===== src/rtl/sample_sequencer_pkg.sv =====
// Shared types and helpers for the sample sequencer slice.
// Optional statistics counters are enabled by defining SEQ_STATS_EN.
package seq_pkg;

    localparam int unsigned NCH      = 4;
    localparam int unsigned SAMPLE_W = 16;
    localparam int unsigned FRAME_W  = NCH * SAMPLE_W;
    localparam int unsigned STAT_W   = 16;

    typedef enum logic [1:0] {IDLE, LAUNCH, WAIT, CAPTURE} seq_state_t;

    typedef logic signed [SAMPLE_W-1:0] sample_t;

    // Channel 0 sits in the MSBs of every sample bus.
    typedef struct packed {
        sample_t ch0;
        sample_t ch1;
        sample_t ch2;
        sample_t ch3;
    } frame_t;

    function automatic frame_t sample_pack(input sample_t c0, input sample_t c1,
                                           input sample_t c2, input sample_t c3);
        frame_t f;
        f.ch0 = c0;
        f.ch1 = c1;
        f.ch2 = c2;
        f.ch3 = c3;
        return f;
    endfunction

    function automatic sample_t sample_unpack(input frame_t f, input logic [1:0] ch);
        case (ch)
            2'd0:    return f.ch0;
            2'd1:    return f.ch1;
            2'd2:    return f.ch2;
            default: return f.ch3;
        endcase
    endfunction

    function automatic logic [STAT_W-1:0] sat_inc(input logic [STAT_W-1:0] v);
        return (v == {STAT_W{1'b1}}) ? v : v + STAT_W'(1);
    endfunction

endpackage


===== src/rtl/sample_sequencer_if.sv =====
// Sample, network and DAC stream signals of the sequencer; master is the sequencer side.
// Statistics counters exist only when SEQ_STATS_EN is defined.
interface sample_sequencer_if #(
    parameter int unsigned W = 16
);
    localparam int unsigned BUS_W = seq_pkg::NCH * W;

    logic [BUS_W-1:0] in_data;
    logic             in_valid;
    logic             in_ready;
    logic [BUS_W-1:0] net_sample;
    logic             net_start;
    logic             net_done;
    logic [BUS_W-1:0] net_out;
    logic [BUS_W-1:0] out_data;
    logic             out_valid;
    logic             out_ready;
    logic             underrun;
    logic             overrun;
    logic             timeout;
    logic             clr_flags;
`ifdef SEQ_STATS_EN
    logic [seq_pkg::STAT_W-1:0] underrun_cnt;
    logic [seq_pkg::STAT_W-1:0] overrun_cnt;
    logic [seq_pkg::STAT_W-1:0] timeout_cnt;
`endif

    modport master (
        input  in_data, in_valid, net_done, net_out, out_ready, clr_flags,
        output in_ready, net_sample, net_start, out_data, out_valid, underrun, overrun, timeout
`ifdef SEQ_STATS_EN
        , output underrun_cnt, overrun_cnt, timeout_cnt
`endif
    );

    modport slave (
        output in_data, in_valid, net_done, net_out, out_ready, clr_flags,
        input  in_ready, net_sample, net_start, out_data, out_valid, underrun, overrun, timeout
`ifdef SEQ_STATS_EN
        , input underrun_cnt, overrun_cnt, timeout_cnt
`endif
    );

endinterface


===== src/rtl/sample_sequencer_tick_gen.sv =====
// Sample-rate divider: counts 0..PERIOD-1 and flags the last count as the tick.
module sample_tick_gen #(
    parameter int unsigned PERIOD = 256
) (
    input  logic clk,
    input  logic rst_n,
    output logic tick_c
);
    localparam int unsigned CNT_W = $clog2(PERIOD);

    logic [CNT_W-1:0] cnt;

    assign tick_c = (cnt == CNT_W'(PERIOD - 1));

    always_ff @(posedge clk or negedge rst_n) begin
        if (!rst_n) begin
            cnt <= '0;
        end else if (tick_c) begin
            cnt <= '0;
        end else begin
            cnt <= cnt + CNT_W'(1);
        end
    end

endmodule


===== src/rtl/sample_sequencer.sv =====
// Feeds one sample set per tick to the network, waits for its result and offers it downstream.
// Define SEQ_STATS_EN to add saturating underrun/overrun/timeout event counters.
module sample_sequencer
    import seq_pkg::*;
#(
    parameter int unsigned W       = 16,
    parameter int unsigned PERIOD  = 256,
    parameter int unsigned TIMEOUT = 200
) (
    input  logic               clk,
    input  logic               rst_n,
    sample_sequencer_if.master bus
);
    localparam int unsigned BUS_W  = NCH * W;
    localparam int unsigned WAIT_W = $clog2(TIMEOUT + 1);

    seq_state_t        state;
    logic [WAIT_W-1:0] wait_cnt;
    logic [BUS_W-1:0]  sample_q;
    logic [BUS_W-1:0]  out_q;
    logic              start_q;
    logic              valid_q;
    logic              under_q;
    logic              over_q;
    logic              tmo_q;
    logic              tick_c;
    logic              set_under_c;
    logic              set_over_c;
    logic              set_tmo_c;

    sample_tick_gen #(.PERIOD(PERIOD)) u_tick (
        .clk    (clk),
        .rst_n  (rst_n),
        .tick_c (tick_c)
    );

    assign bus.in_ready   = (state == IDLE) && tick_c;
    assign bus.net_sample = sample_q;
    assign bus.net_start  = start_q;
    assign bus.out_data   = out_q;
    assign bus.out_valid  = valid_q;
    assign bus.underrun   = under_q;
    assign bus.overrun    = over_q;
    assign bus.timeout    = tmo_q;

    // Flag-set events; net_done beats the timeout check in the same cycle.
    always_comb begin
        set_under_c = 1'b0;
        set_over_c  = 1'b0;
        set_tmo_c   = 1'b0;
        if (tick_c && (state == IDLE) && !bus.in_valid) set_under_c = 1'b1;
        if (tick_c && (state != IDLE)) set_over_c = 1'b1;
        if ((state == WAIT) && bus.net_done && valid_q && !bus.out_ready) set_over_c = 1'b1;
        if ((state == WAIT) && !bus.net_done && (wait_cnt == WAIT_W'(TIMEOUT - 1))) set_tmo_c = 1'b1;
    end

    // net_out is captured on the net_done edge so out_valid follows done by one cycle;
    // CAPTURE is the settle cycle before IDLE.
    always_ff @(posedge clk or negedge rst_n) begin
        if (!rst_n) begin
            state    <= IDLE;
            wait_cnt <= '0;
            sample_q <= '0;
            out_q    <= '0;
            start_q  <= 1'b0;
            valid_q  <= 1'b0;
            under_q  <= 1'b0;
            over_q   <= 1'b0;
            tmo_q    <= 1'b0;
        end else begin
            start_q <= 1'b0;
            if (valid_q && bus.out_ready) valid_q <= 1'b0;
            case (state)
                IDLE: begin
                    if (tick_c) begin
                        if (bus.in_valid) sample_q <= bus.in_data;
                        state <= LAUNCH;
                    end
                end
                LAUNCH: begin
                    start_q  <= 1'b1;
                    wait_cnt <= '0;
                    state    <= WAIT;
                end
                WAIT: begin
                    if (bus.net_done) begin
                        out_q   <= bus.net_out;
                        valid_q <= 1'b1;
                        state   <= CAPTURE;
                    end else if (wait_cnt == WAIT_W'(TIMEOUT - 1)) begin
                        state <= IDLE;
                    end else begin
                        wait_cnt <= wait_cnt + WAIT_W'(1);
                    end
                end
                CAPTURE: state <= IDLE;
                default: state <= IDLE;
            endcase
            if (bus.clr_flags) begin
                under_q <= 1'b0;
                over_q  <= 1'b0;
                tmo_q   <= 1'b0;
            end else begin
                if (set_under_c) under_q <= 1'b1;
                if (set_over_c)  over_q  <= 1'b1;
                if (set_tmo_c)   tmo_q   <= 1'b1;
            end
        end
    end

`ifdef SEQ_STATS_EN
    logic [STAT_W-1:0] under_cnt_q;
    logic [STAT_W-1:0] over_cnt_q;
    logic [STAT_W-1:0] tmo_cnt_q;

    assign bus.underrun_cnt = under_cnt_q;
    assign bus.overrun_cnt  = over_cnt_q;
    assign bus.timeout_cnt  = tmo_cnt_q;

    always_ff @(posedge clk or negedge rst_n) begin
        if (!rst_n) begin
            under_cnt_q <= '0;
            over_cnt_q  <= '0;
            tmo_cnt_q   <= '0;
        end else if (bus.clr_flags) begin
            under_cnt_q <= '0;
            over_cnt_q  <= '0;
            tmo_cnt_q   <= '0;
        end else begin
            if (set_under_c) under_cnt_q <= sat_inc(under_cnt_q);
            if (set_over_c)  over_cnt_q  <= sat_inc(over_cnt_q);
            if (set_tmo_c)   tmo_cnt_q   <= sat_inc(tmo_cnt_q);
        end
    end
`endif

endmodule


===== src/flat_wrapper.sv =====
// flat-port wrapper written by rule: the top's interface ports become plain ports
module sample_sequencer_flat import seq_pkg::*;
#(
    parameter int unsigned W       = 16,
    parameter int unsigned PERIOD  = 256,
    parameter int unsigned TIMEOUT = 200
)
  (clk, rst_n, bus_in_data, bus_in_valid, bus_net_done, bus_net_out, bus_out_ready, bus_clr_flags, bus_in_ready, bus_net_sample, bus_net_start, bus_out_data, bus_out_valid, bus_underrun, bus_overrun, bus_timeout);
  sample_sequencer_if #(.W(W)) bus_i ();
  input  logic clk;
  input  logic rst_n;
  input wire logic [$bits(bus_i.in_data)-1:0] bus_in_data;
  input wire logic [$bits(bus_i.in_valid)-1:0] bus_in_valid;
  input wire logic [$bits(bus_i.net_done)-1:0] bus_net_done;
  input wire logic [$bits(bus_i.net_out)-1:0] bus_net_out;
  input wire logic [$bits(bus_i.out_ready)-1:0] bus_out_ready;
  input wire logic [$bits(bus_i.clr_flags)-1:0] bus_clr_flags;
  output wire logic [$bits(bus_i.in_ready)-1:0] bus_in_ready;
  output wire logic [$bits(bus_i.net_sample)-1:0] bus_net_sample;
  output wire logic [$bits(bus_i.net_start)-1:0] bus_net_start;
  output wire logic [$bits(bus_i.out_data)-1:0] bus_out_data;
  output wire logic [$bits(bus_i.out_valid)-1:0] bus_out_valid;
  output wire logic [$bits(bus_i.underrun)-1:0] bus_underrun;
  output wire logic [$bits(bus_i.overrun)-1:0] bus_overrun;
  output wire logic [$bits(bus_i.timeout)-1:0] bus_timeout;
  assign bus_i.in_data = bus_in_data;
  assign bus_i.in_valid = bus_in_valid;
  assign bus_i.net_done = bus_net_done;
  assign bus_i.net_out = bus_net_out;
  assign bus_i.out_ready = bus_out_ready;
  assign bus_i.clr_flags = bus_clr_flags;
  assign bus_in_ready = bus_i.in_ready;
  assign bus_net_sample = bus_i.net_sample;
  assign bus_net_start = bus_i.net_start;
  assign bus_out_data = bus_i.out_data;
  assign bus_out_valid = bus_i.out_valid;
  assign bus_underrun = bus_i.underrun;
  assign bus_overrun = bus_i.overrun;
  assign bus_timeout = bus_i.timeout;
  sample_sequencer #(.W(W), .PERIOD(PERIOD), .TIMEOUT(TIMEOUT)) u_core (.clk(clk), .rst_n(rst_n), .bus(bus_i));
endmodule

===== config.mk =====
export PLATFORM = sky130hd
export DESIGN_NAME = sample_sequencer_flat
export DESIGN_NICKNAME = d
export VERILOG_FILES = /design/src/rtl/sample_sequencer_pkg.sv /design/src/rtl/sample_sequencer_if.sv /design/src/rtl/sample_sequencer_tick_gen.sv /design/src/rtl/sample_sequencer.sv /design/src/flat_wrapper.sv
export SDC_FILE = /design/constraint.sdc
export NUM_CORES = 1
export LEC_CHECK = 0
export ABC_AREA = 1
export BUFFER_PORTS_ARGS = -buffer_cell sky130_fd_sc_hd__buf_2
export CORE_ASPECT_RATIO = 0.7
export CORE_MARGIN = 5
export CORE_UTILIZATION = 48
export DETAILED_ROUTE_END_ITERATION = 10
export GPL_ROUTABILITY_DRIVEN = 0
export GPL_TIMING_DRIVEN = 0
export PLACE_DENSITY = 0.82
export SLEW_MARGIN = 15
export SYNTH_ARGS = -nofsm -noshare
export SYNTH_HDL_FRONTEND = slang
export SYNTH_SLANG_ARGS = --single-unit

===== constraint.sdc =====
create_clock -name clk -period 1.5 [get_ports clk]
set_input_delay 0.3 -clock clk [delete_from_list [all_inputs] [get_ports clk]]
set_output_delay 0.3 -clock clk [all_outputs]
set_load 0.005 [all_outputs]

==> results of run 1 <==
## routing by layer
metal	routed length (µm)	vias to the layer above	part of all wire
met5	0	-	0
met4	307	0	0.016
met3	1410	24	0.074
met2	9520	231	0.50
met1	7910	2776	0.41
li1	-	2803	-
## through the flow
step	power (µW)	instance area (µm²)	hold WS, ns	TNS [ns]
final	13300	9370	0.0749	-7.49
after global routing	14000	9370	0.0737	-12.29
after CTS	13200	8970	0.0615	-7.54
after detailed placement	8800	7970	0.291	-6.55
after global placement	8670	7930	0.448	-310.47
after floorplan	7110	6390	0.00441	0
## power by group through the flow
stage                     clock (µW)  sequential [µW]  combinational [µW]
after floorplan                    0             5560                1550
after global placement             0             5500                3170
after detailed placement           0             5490                3300
after CTS                       4300             5480                3410
after global routing            4460             5600                3960
final                           4260             5490                3530
## final timing paths
check,slack [ns],from,to
setup / recovery,-0.24,u_core.u_tick.cnt[0]$_DFF_PN0_,u_core.bus.net_sample[11]$_DFFE_PN0P_
hold / removal,0.07,bus_net_out[56],u_core.bus.out_data[56]$_DFFE_PN0N_
setup reg to reg,-0.24,u_core.u_tick.cnt[0]$_DFF_PN0_,u_core.bus.net_sample[11]$_DFFE_PN0P_
hold reg to reg,0.47,u_core.bus.net_sample[16]$_DFFE_PN0P_,u_core.bus.net_sample[16]$_DFFE_PN0P_
max in group asynchronous,0.27,rst_n,u_core.bus.net_sample[63]$_DFFE_PN0P_
min in group asynchronous,0.43,rst_n,u_core.bus.out_data[13]$_DFFE_PN0N_
## sequential cells by signal (all words and copies together) (netlist names)
register and count:
u_core.bus.overrun 1, u_core.bus.out_data 64, u_core.bus.net_sample 64, u_core.bus.net_start 1, u_core.u_tick.cnt 8, u_core.state 2
u_core.bus.timeout 1, u_core.bus.out_valid 1, u_core.bus.underrun 1, u_core.wait_cnt 8
## synth_stat cells (2+ instances only)
master | instances | area share
inv_1 | 19 | 0.011
nand3_1 | 38 | 0.030
nand2_1 | 363 | 0.21
ha_1 | 2 | 0.0039
nand3_2 | 40 | 0.063
nand4_1 | 3 | 0.0029
buf_4 | 10 | 0.012
nor2_1 | 22 | 0.013
nand2_4 | 2 | 0.0035
xnor2_1 | 2 | 0.0027
clkbuf_1 | 3 | 0.0018
buf_12 | 5 | 0.016
a21oi_1 | 6 | 0.0047
xor2_1 | 2 | 0.0027
buf_1 | 2 | 0.0012
dfrtp_1 | 151 | 0.59
buf_6 | 7 | 0.012
buf_2 | 7 | 0.0055
nor2_2 | 3 | 0.0029
## worst max-delay path, stage by stage, from the launching register on
cell and delay (ns):
dfrtp_1 0.37, ha_2 0.21, nand2_2 0.07, nor2_4 0.13, nand2_4 0.07, buf_6 0.13, inv_8 0.07, buf_12 0.11
buf_12 0.12, nand2_8 0.08, buf_8 0.16, nand2_2 0.05, nand2_1 0.05
## cell type report
type | count | area [µm²]
Sequential cell | 151 | 3780
Fill cell | 935 | 3720
Multi-Input combinational cell | 488 | 2450
Timing Repair Buffer | 306 | 1910
Clock buffer | 19 | 443
Buffer | 32 | 348
Tap cell | 166 | 208
Clock inverter | 12 | 145
Inverter | 22 | 90.1
## logic make-up (layout without fill, tap and decap cells)
logic type	count (synthesis)	in the layout
xor gates and xnor gates	4	4
AOI/OAI and AO/OA	7	7
adders and majority gates	2	2
DFF	151	151
and+or+nand+nor	474	475
buffers and inverters	56	391
## timing repair
action                     CTS  global route
cloned                       8             3
resized for setup           23            87
hold endpoints to repair    72             0
setup endpoints to repair   88           125
pin swaps                    4            44
setup buffers               14            13
hold buffers                 1             0
==> flow_metrics.py, run 1 <==
metrics = {
    "yosys": {
        "synth.cell_area_um2": 6390,
        "yosysWarnings": 0,
        "avgSynthCellArea_um2": 9.21,
        "yosysUniqueCellTypes": 26,
        "synth_top_family_by_area": "simple AND/OR/NAND/NOR gates",
        "synth_adder_area_share": 0.00392,
        "synth_xor_area_frac": 0.00548,
        "synth_edf_count": 0,
        "synth-compound-area-share": 0.00548,
        "ys_ff_latch": 151,
        "synth_top_flop_cell": "dfrtp_1",
        "synth_seq_area_share": 0.591,
        "synth-async-reset-ratio": 1.00,
        "syn-num-nets": 830,
        "syn_inst": 694,
        "synth_simple_gate_area_frac": 0.332,
        "synth.area.mux_share": 0,
    },
    "grt": {
        "grt_pass1_wl_um": 29200,
        "grt_overflow_total": 0,
        "antenna_found_initial": 0,
        "met2_usage": 0.398,
        "grtUsageMet1": 0.295,
        "grt_pass1_vias": 5805,
        "grt.busiest_layer": "met2",
        "grt_max_degree": 80,
        "track_usage": 0.233,
        "global_route.usage.met3": 0.0639,
    },
    "clock_network": {
        "clock_latency_ns": 0.42,
        "cts_tree": "built",
        "cts.root.buffer_cell": "clkbuf_16",
        "numCtsBuffers": 17,
        "clkTransAtPathRegs_ns": 0.06,
        "max-clock-path-buffers": 2,
        "clock_sinks": 151,
        "htree_num_levels": 4,
    },
    "floorplanning": {
        "rows": 35,
        "dieHeight_um": 107,
        "core_um2": 13100,
        "start_util": 0.488,
        "fp.dieArea_um2": 15800,
        "die_w_um": 148,
        "ioPinCount": 268,
    },
    "sta": {
        "fmax_mhz": 576,
        "worst_slack_ns": -0.236,
        "finalClockSkew_ns": 0.0155,
        "post-route-min-period_ns": 1.74,
        "post-route-period-util": 1.16,
        "drv_slew": 0,
        "rsz0062_at_grt": "true",
        "relSlewSlack": 0.632,
        "setup_viol": 60,
        "tightest_slew_ns": 0.552,
        "hold_violations": 0,
    },
    "final_layout": {
        "stdcell_count": 1196,
        "final_cell_mix": "nand2_1 (322), buf_2 (269), dfrtp_1 (151), nand3_2 (44), nand2_2 (36)",
        "layout-drive-gt1-share": 0.453,
        "fin_util": 0.716,
        "areaGrowthSynthToFinish_pct": 46.6,
        "diodes": 0,
        "nets": 1154,
        "final_common_cell": "nand2_1",
    },
    "routing": {
        "dr_total_vias": 5834,
        "dr.pass1.iters": 4,
        "ant_nets": 0,
        "vias_per_cell": 4.88,
        "drc": 0,
        "dr.first_iter.drc_count": 229,
        "finalWirelength_um": 19100,
        "wl_per_cell_um": 16.0,
    },
    "power_and_ir_drop": {
        "power_frac_comb": 0.266,
        "leakagePower_uw": 0.00537,
        "ir_drop_v": 0.00112,
        "seqPwrFrac": 0.413,
        "swShare": 0.321,
        "power.net_switching_uw": 4270,
        "p_per_area_nw_per_um2": 1420,
        "internal_power_uw": 9010,
        "p_clk_frac": 0.321,
    },
    "worst_setup_path": {
        "worstPathArrival_ns": 2.04,
        "crit_path_end_kind": "flop",
        "cp.required_ns": 1.80,
        "startpoint_type": "flop",
        "crit_type": "reg2reg",
        "reg2reg_depth": 12,
        "cp_max_fo": 6,
    },
    "run_status": {
        "violations": "setup timing",
        "status": "finished with violations",
    },
    "min_path": {
        "min_path_cells": 3,
        "hp-class": "in2reg",
    },
    "placed_design": {
        "dp_slack_ns": -0.117,
        "placedCellCount": 1128,
        "dp_hpwl_um": 13000,
        "io_buffers": 267,
    },
    "job": {
        "maxCapViolations": 0,
    },
}
No activity file was read; power rests on OpenSTA's default activity.
==> run 2, diff against run 1 <==
SLEW_MARGIN = not set   (was 15)
clock period = 1.7 ns   (was 1.5 ns; I/O delays follow)
==> run 2 against run 1 <==
Net effect: the run still ends with setup timing left; global-route usage decreased by 0.81 points; combinational power shrank 19%; final area decreased by 8.0%; sequential share of layout area is 3.5 points higher; highest routed layer is now met5; first-iteration DRC count increased by 25%; flip-flop and latch count did not move; clock power shrank 12%; setup slack improved by 0.23 ns; total power shrank 14%.
==> flow_metrics.py, run 2 (synthesis results as in run 1) <==
metrics = {
    "run_status": {
        "status": "finished with violations",
        "violations": "setup timing",
    },
    "worst_setup_path": {
        "critPathBufInv": 1,
        "crit_path_end_kind": "output port",
        "cp_slowest_cell": "dfrtp_1",
        "cp.required_ns": 1.36,
        "path_cells": "ha_2 -> nand2_2 -> nor2_4 -> nand2_4 -> nor2_2 -> buf_2",
        "crit_type": "reg2out",
        "cpPeakStageDelay_ns": 0.36,
        "rr_endpoint": "u_core.bus.net_sample[12]$_DFFE_PN0P_",
        "worstReg2RegStart": "u_core.u_tick.cnt[1]$_DFF_PN0_",
        "cp_max_fo": 2,
        "crit_family": "flip-flops",
        "rrSetupSlack_ns": 0.14,
        "startpoint_type": "flop",
        "reg2reg_depth": 10,
        "worstPathArrival_ns": 1.37,
    },
    "floorplanning": {
        "die_w_um": 148,
        "rows": 35,
        "core_um2": 13100,
        "dieHeight_um": 107,
        "ioPinCount": 268,
        "fp.dieArea_um2": 15800,
        "start_util": 0.488,
    },
    "power_and_ir_drop": {
        "leakagePower_uw": 0.00512,
        "p_per_area_nw_per_um2": 1330,
        "power_frac_comb": 0.250,
        "internal_power_uw": 7770,
        "power.net_switching_uw": 3670,
        "p_clk_frac": 0.327,
        "ir_drop_v": 0.00104,
        "seqPwrFrac": 0.423,
        "swShare": 0.321,
    },
    "final_layout": {
        "final_common_cell": "nand2_1",
        "nets": 1123,
        "stdcell_area_um2": 8620,
        "layout-drive-gt1-share": 0.385,
        "final_cell_mix": "nand2_1 (362), buf_2 (273), dfrtp_1 (151), nand3_2 (40), nand3_1 (38)",
        "areaGrowthSynthToFinish_pct": 34.9,
        "fin_util": 0.658,
        "diodes": 0,
    },
    "sta": {
        "tightest_slew_ns": 0.692,
        "drv_slew": 0,
        "rsz0062_at_grt": "true",
        "finalClockSkew_ns": 0.0109,
        "hold_violations": 0,
        "setup_viol": 1,
        "worst_slack_ns": -0.0107,
        "relSlewSlack": 0.539,
        "post-route-period-util": 1.01,
        "fmax_mhz": 585,
        "post-route-min-period_ns": 1.71,
    },
    "clock_network": {
        "max-clock-path-buffers": 2,
        "cts_tree": "built",
        "htree_num_levels": 4,
        "clkTransAtPathRegs_ns": 0.07,
        "cts.root.buffer_cell": "clkbuf_16",
        "numCtsBuffers": 17,
        "clock_latency_ns": 0.41,
        "clock_sinks": 151,
    },
    "routing": {
        "drc": 0,
        "wl_per_cell_um": 15.0,
        "ant_nets": 0,
        "finalWirelength_um": 17500,
        "dr.first_iter.drc_count": 287,
        "dr.pass1.iters": 5,
        "vias_per_cell": 4.80,
        "dr_total_vias": 5595,
    },
    "grt": {
        "track_usage": 0.225,
        "grt_pass1_vias": 5632,
        "grt_overflow_total": 0,
        "grt_max_degree": 78,
        "grt_pass1_wl_um": 28100,
        "antenna_found_initial": 1,
    },
    "min_path": {
        "holdPathEnd": "u_core.bus.out_data[12]$_DFFE_PN0N_",
        "min_path_cells": 3,
        "hp-class": "in2reg",
        "worstHoldStart": "bus_net_out[12]",
    },
    "job": {
        "maxCapViolations": 0,
    },
    "placed_design": {
        "io_buffers": 267,
        "dpl_cell_area_um2": 7970,
        "dp_hpwl_um": 13000,
    },
}
-- run 2: changes by cell type in the layout (fill, tap and decap cells not counted), sizes merged --
cell	change
clkinvlp	+1
clkinv	-1
buf	-27
nand2	-1
clkbuf	-3
-- run 2: routing by layer --
metal | share of wire | GRT usage
met1 | 0.42 | 0.294
met2 | 0.49 | 0.372
met3 | 0.080 | 0.0699
met4 | 0.0085 | 0.0508
met5 | 0.00074 | 0
-- run 2: stage by stage --
stage          cells  setup TNS, ns  total power [µW]  setup slack (ns)  hold WS [ns]
2_1_floorplan    694              0              6280             0.315        0.0444
3_3_place_gp    1127        -281.65              7650             -1.88         0.448
3_5_place_dp    1128              0              7760            0.0683         0.402
4_1_cts         1164        -0.0709             11500           -0.0709         0.101
5_1_grt         1165         -0.111             12100            -0.111         0.104
6_report        1165        -0.0107             11400           -0.0107         0.118
-- run 2: cell type report --
type                            count  area, µm²
Fill cell                        1054       4470
Multi-Input combinational cell    487       2230
Buffer                             34        309
Timing Repair Buffer              274       1420
Inverter                           22       87.6
Sequential cell                   151       3780
Clock inverter                     12        144
Tap cell                          166        208
Clock buffer                       19        443
-- run 2: worst max path at each step --
| stage | from | to | slack (ns) | cells after the start |
|---|---|---|---|---|
| after floorplan | u_core.u_tick.cnt[0]$_DFF_PN0_ | u_core.bus.net_sample[10]$_DFFE_PN0P_ | 0.32 | 9 |
| after global placement | rst_n | u_core.bus.net_sample[29]$_DFFE_PN0P_ | -1.88 | 1 |
| after detailed placement | u_core.u_tick.cnt[0]$_DFF_PN0_ | u_core.bus.net_sample[12]$_DFFE_PN0P_ | 0.07 | 9 |
| after CTS | u_core.u_tick.cnt[1]$_DFF_PN0_ | bus_in_ready | -0.07 | 6 |
| after global routing | u_core.u_tick.cnt[1]$_DFF_PN0_ | bus_in_ready | -0.11 | 6 |
| final | u_core.u_tick.cnt[1]$_DFF_PN0_ | bus_in_ready | -0.01 | 6 |
-- run 2: worst min-delay path, delay by kind of cell --
kind | cells | cell delay, ns
and+or+nand+nor | 2 | 0.08
buffers and inverters | 1 | 0.07
-- run 2: timing repair --
action                                 CTS  global route
pin swaps                                3             1
setup buffers                            4             1
hold buffers                             1             0
endpoints found under the hold margin   74             0
setup endpoints to repair                1            17
gates resized for setup                  3             3
-- run 2: power by group through the flow --
stage	clock network, µW	registers (µW)	logic, µW
floorplan	0	4910	1370
global placement	0	4850	2800
detailed placement	0	4850	2920
CTS	3810	4820	2910
global route	3960	4930	3220
finish	3740	4840	2860
==> run 3, diff against run 2 <==
--- a/constraint.sdc
+++ b/constraint.sdc
@@ -3,2 +3,2 @@
 set_output_delay 0.34 -clock clk [all_outputs]
-set_load 0.005 [all_outputs]
+set_load 0.02 [all_outputs]
==> run 3 against run 2 <==
Net effect: the run still ends with setup timing left; flip-flop and latch count did not move; fmax shrank 1.7%; total power grew 7.5%; hold slack lost 0.00088 ns; largest power group unchanged.
==> flow_metrics.py, run 3 (synthesis results as in run 1) <==
metrics = {
    "routing": {
        "finalWirelength_um": 17500,
        "dr.first_iter.drc_count": 281,
        "dr_total_vias": 5599,
        "ant_nets": 0,
        "drc": 0,
        "dr.pass1.iters": 5,
        "vias_per_cell": 4.81,
        "wl_per_cell_um": 15.0,
    },
    "final_layout": {
        "multiInputGateArea_um2": 2240,
        "diodes": 0,
        "final_common_cell": "nand2_1",
        "final_cell_mix": "nand2_1 (362), buf_2 (272), dfrtp_1 (151), nand3_2 (40), nand3_1 (38)",
        "layout-drive-gt1-share": 0.385,
        "seq_area_um2": 3780,
        "areaGrowthSynthToFinish_pct": 35.1,
        "fillCellCount": 1053,
        "nets": 1123,
        "stdcell_area_um2": 8630,
    },
    "floorplanning": {
        "fp.dieArea_um2": 15800,
        "die_w_um": 148,
        "rows": 35,
        "core_um2": 13100,
        "dieHeight_um": 107,
        "ioPinCount": 268,
        "start_util": 0.488,
    },
    "sta": {
        "rsz0062_at_grt": "true",
        "hold_violations": 0,
        "drv_slew": 0,
        "post-route-min-period_ns": 1.74,
        "holdWs_ns": 0.117,
        "setup_viol": 1,
        "finalClockSkew_ns": 0.0105,
        "relSlewSlack": 0.538,
        "worst_slack_ns": -0.0410,
        "fmax_mhz": 574,
        "tns_ns": -0.0410,
        "post-route-period-util": 1.02,
        "tightest_slew_ns": 0.693,
    },
    "worst_setup_path": {
        "reg2reg_depth": 7,
        "crit_type": "reg2out",
        "worstPathArrival_ns": 1.40,
        "cp_max_fo": 2,
        "startpoint_type": "flop",
        "rr_endpoint": "u_core.bus.net_sample[38]$_DFFE_PN0P_",
        "worstReg2RegStart": "u_core.state[0]$_DFFE_PN0P_",
        "crit_path_end_kind": "output port",
        "rrSetupSlack_ns": 0.12,
        "cp.required_ns": 1.36,
    },
    "clock_network": {
        "clock_latency_ns": 0.41,
        "clkTransAtPathRegs_ns": 0.07,
        "cts_tree": "built",
        "max-clock-path-buffers": 2,
        "htree_num_levels": 4,
        "cts.root.buffer_cell": "clkbuf_16",
        "numCtsBuffers": 17,
        "clock_sinks": 151,
    },
    "grt": {
        "grt_overflow_total": 0,
        "grt_pass1_vias": 5643,
        "grt_pass1_wl_um": 28200,
        "track_usage": 0.225,
        "grt_max_degree": 78,
        "antenna_found_initial": 1,
    },
    "min_path": {
        "holdPathEnd": "u_core.bus.out_data[4]$_DFFE_PN0N_",
        "hp-class": "in2reg",
        "min_path_cells": 3,
        "worstHoldStart": "bus_net_out[4]",
    },
    "power_and_ir_drop": {
        "ir_drop_v": 0.00123,
        "leakagePower_uw": 0.00512,
        "p_per_area_nw_per_um2": 1420,
    },
    "placed_design": {
        "dp_hpwl_um": 13000,
        "dpl_cell_area_um2": 7970,
        "io_buffers": 267,
    },
    "run_status": {
        "violations": "setup timing",
        "status": "finished with violations",
    },
    "job": {
        "maxCapViolations": 0,
    },
}
## run 3: cell counts in the layout (fill, tap and decap cells not counted)
Identical to the previous run, type by type.
## run 3: final cells by class
cell class                 instances  share of cell area
multi-input combinational        487               0.259
inverter                          22              0.0101
clock inverter                    12              0.0167
buffer                            34              0.0358
tap                              166              0.0241
timing repair buffer             274               0.165
clock buffer                      19              0.0513
sequential                       151               0.438
## run 3: through the flow
stage / utilization / cells / setup WS (ns) / power, µW
2_1_floorplan: - / 694 / 0.187 / 7110
5_1_grt: 0.659 / 1165 / -0.134 / 13000
4_1_cts: 0.658 / 1164 / -0.0846 / 12400
6_report: 0.659 / 1165 / -0.0410 / 12300
3_3_place_gp: 0.606 / 1127 / -1.88 / 8510
3_5_place_dp: 0.609 / 1128 / 0.0683 / 8620
## run 3: power by group
group / switching [µW] / internal (µW) / leakage (µW) / total (µW)
Clock: 1520 / 2220 / 0.000277 / 3740
Sequential: 456 / 4380 / 0.00199 / 4840
Combinational: 2530 / 1190 / 0.00285 / 3720
Total: 4510 / 7790 / 0.00512 / 12300
## run 3: worst max path at each step
stage	startpoint	endpoint	slack, ns	cells after the start
after floorplan	u_core.u_tick.cnt[0]$_DFF_PN0_	bus_in_ready	0.19	5
final	u_core.u_tick.cnt[1]$_DFF_PN0_	bus_in_ready	-0.04	6
after detailed placement	u_core.u_tick.cnt[0]$_DFF_PN0_	u_core.bus.net_sample[12]$_DFFE_PN0P_	0.07	9
after CTS	u_core.u_tick.cnt[1]$_DFF_PN0_	bus_in_ready	-0.08	6
after global routing	u_core.u_tick.cnt[1]$_DFF_PN0_	bus_in_ready	-0.13	6
after global placement	rst_n	u_core.bus.net_sample[29]$_DFFE_PN0P_	-1.88	1
## run 3: routing by layer
layer,GRT usage,share of wire
met1,0.295,0.42
met4,0.0508,0.0085
met5,0,0.00074
met2,0.373,0.49
met3,0.0699,0.085
## run 3: repair_timing
item	4_1_cts	5_1_grt
buffers inserted	4	1
setup endpoints to repair	1	18
pin swaps	3	1
hold buffers	1	0
resized for setup	7	2
hold endpoints to repair	74	0
## run 3: worst max-delay path, cell delays in order, from the launching register on
cell	delay (ns)
dfrtp_1	0.36
ha_2	0.20
nand2_2	0.06
nor2_4	0.11
nand2_4	0.07
nor2_4	0.08
buf_6	0.12
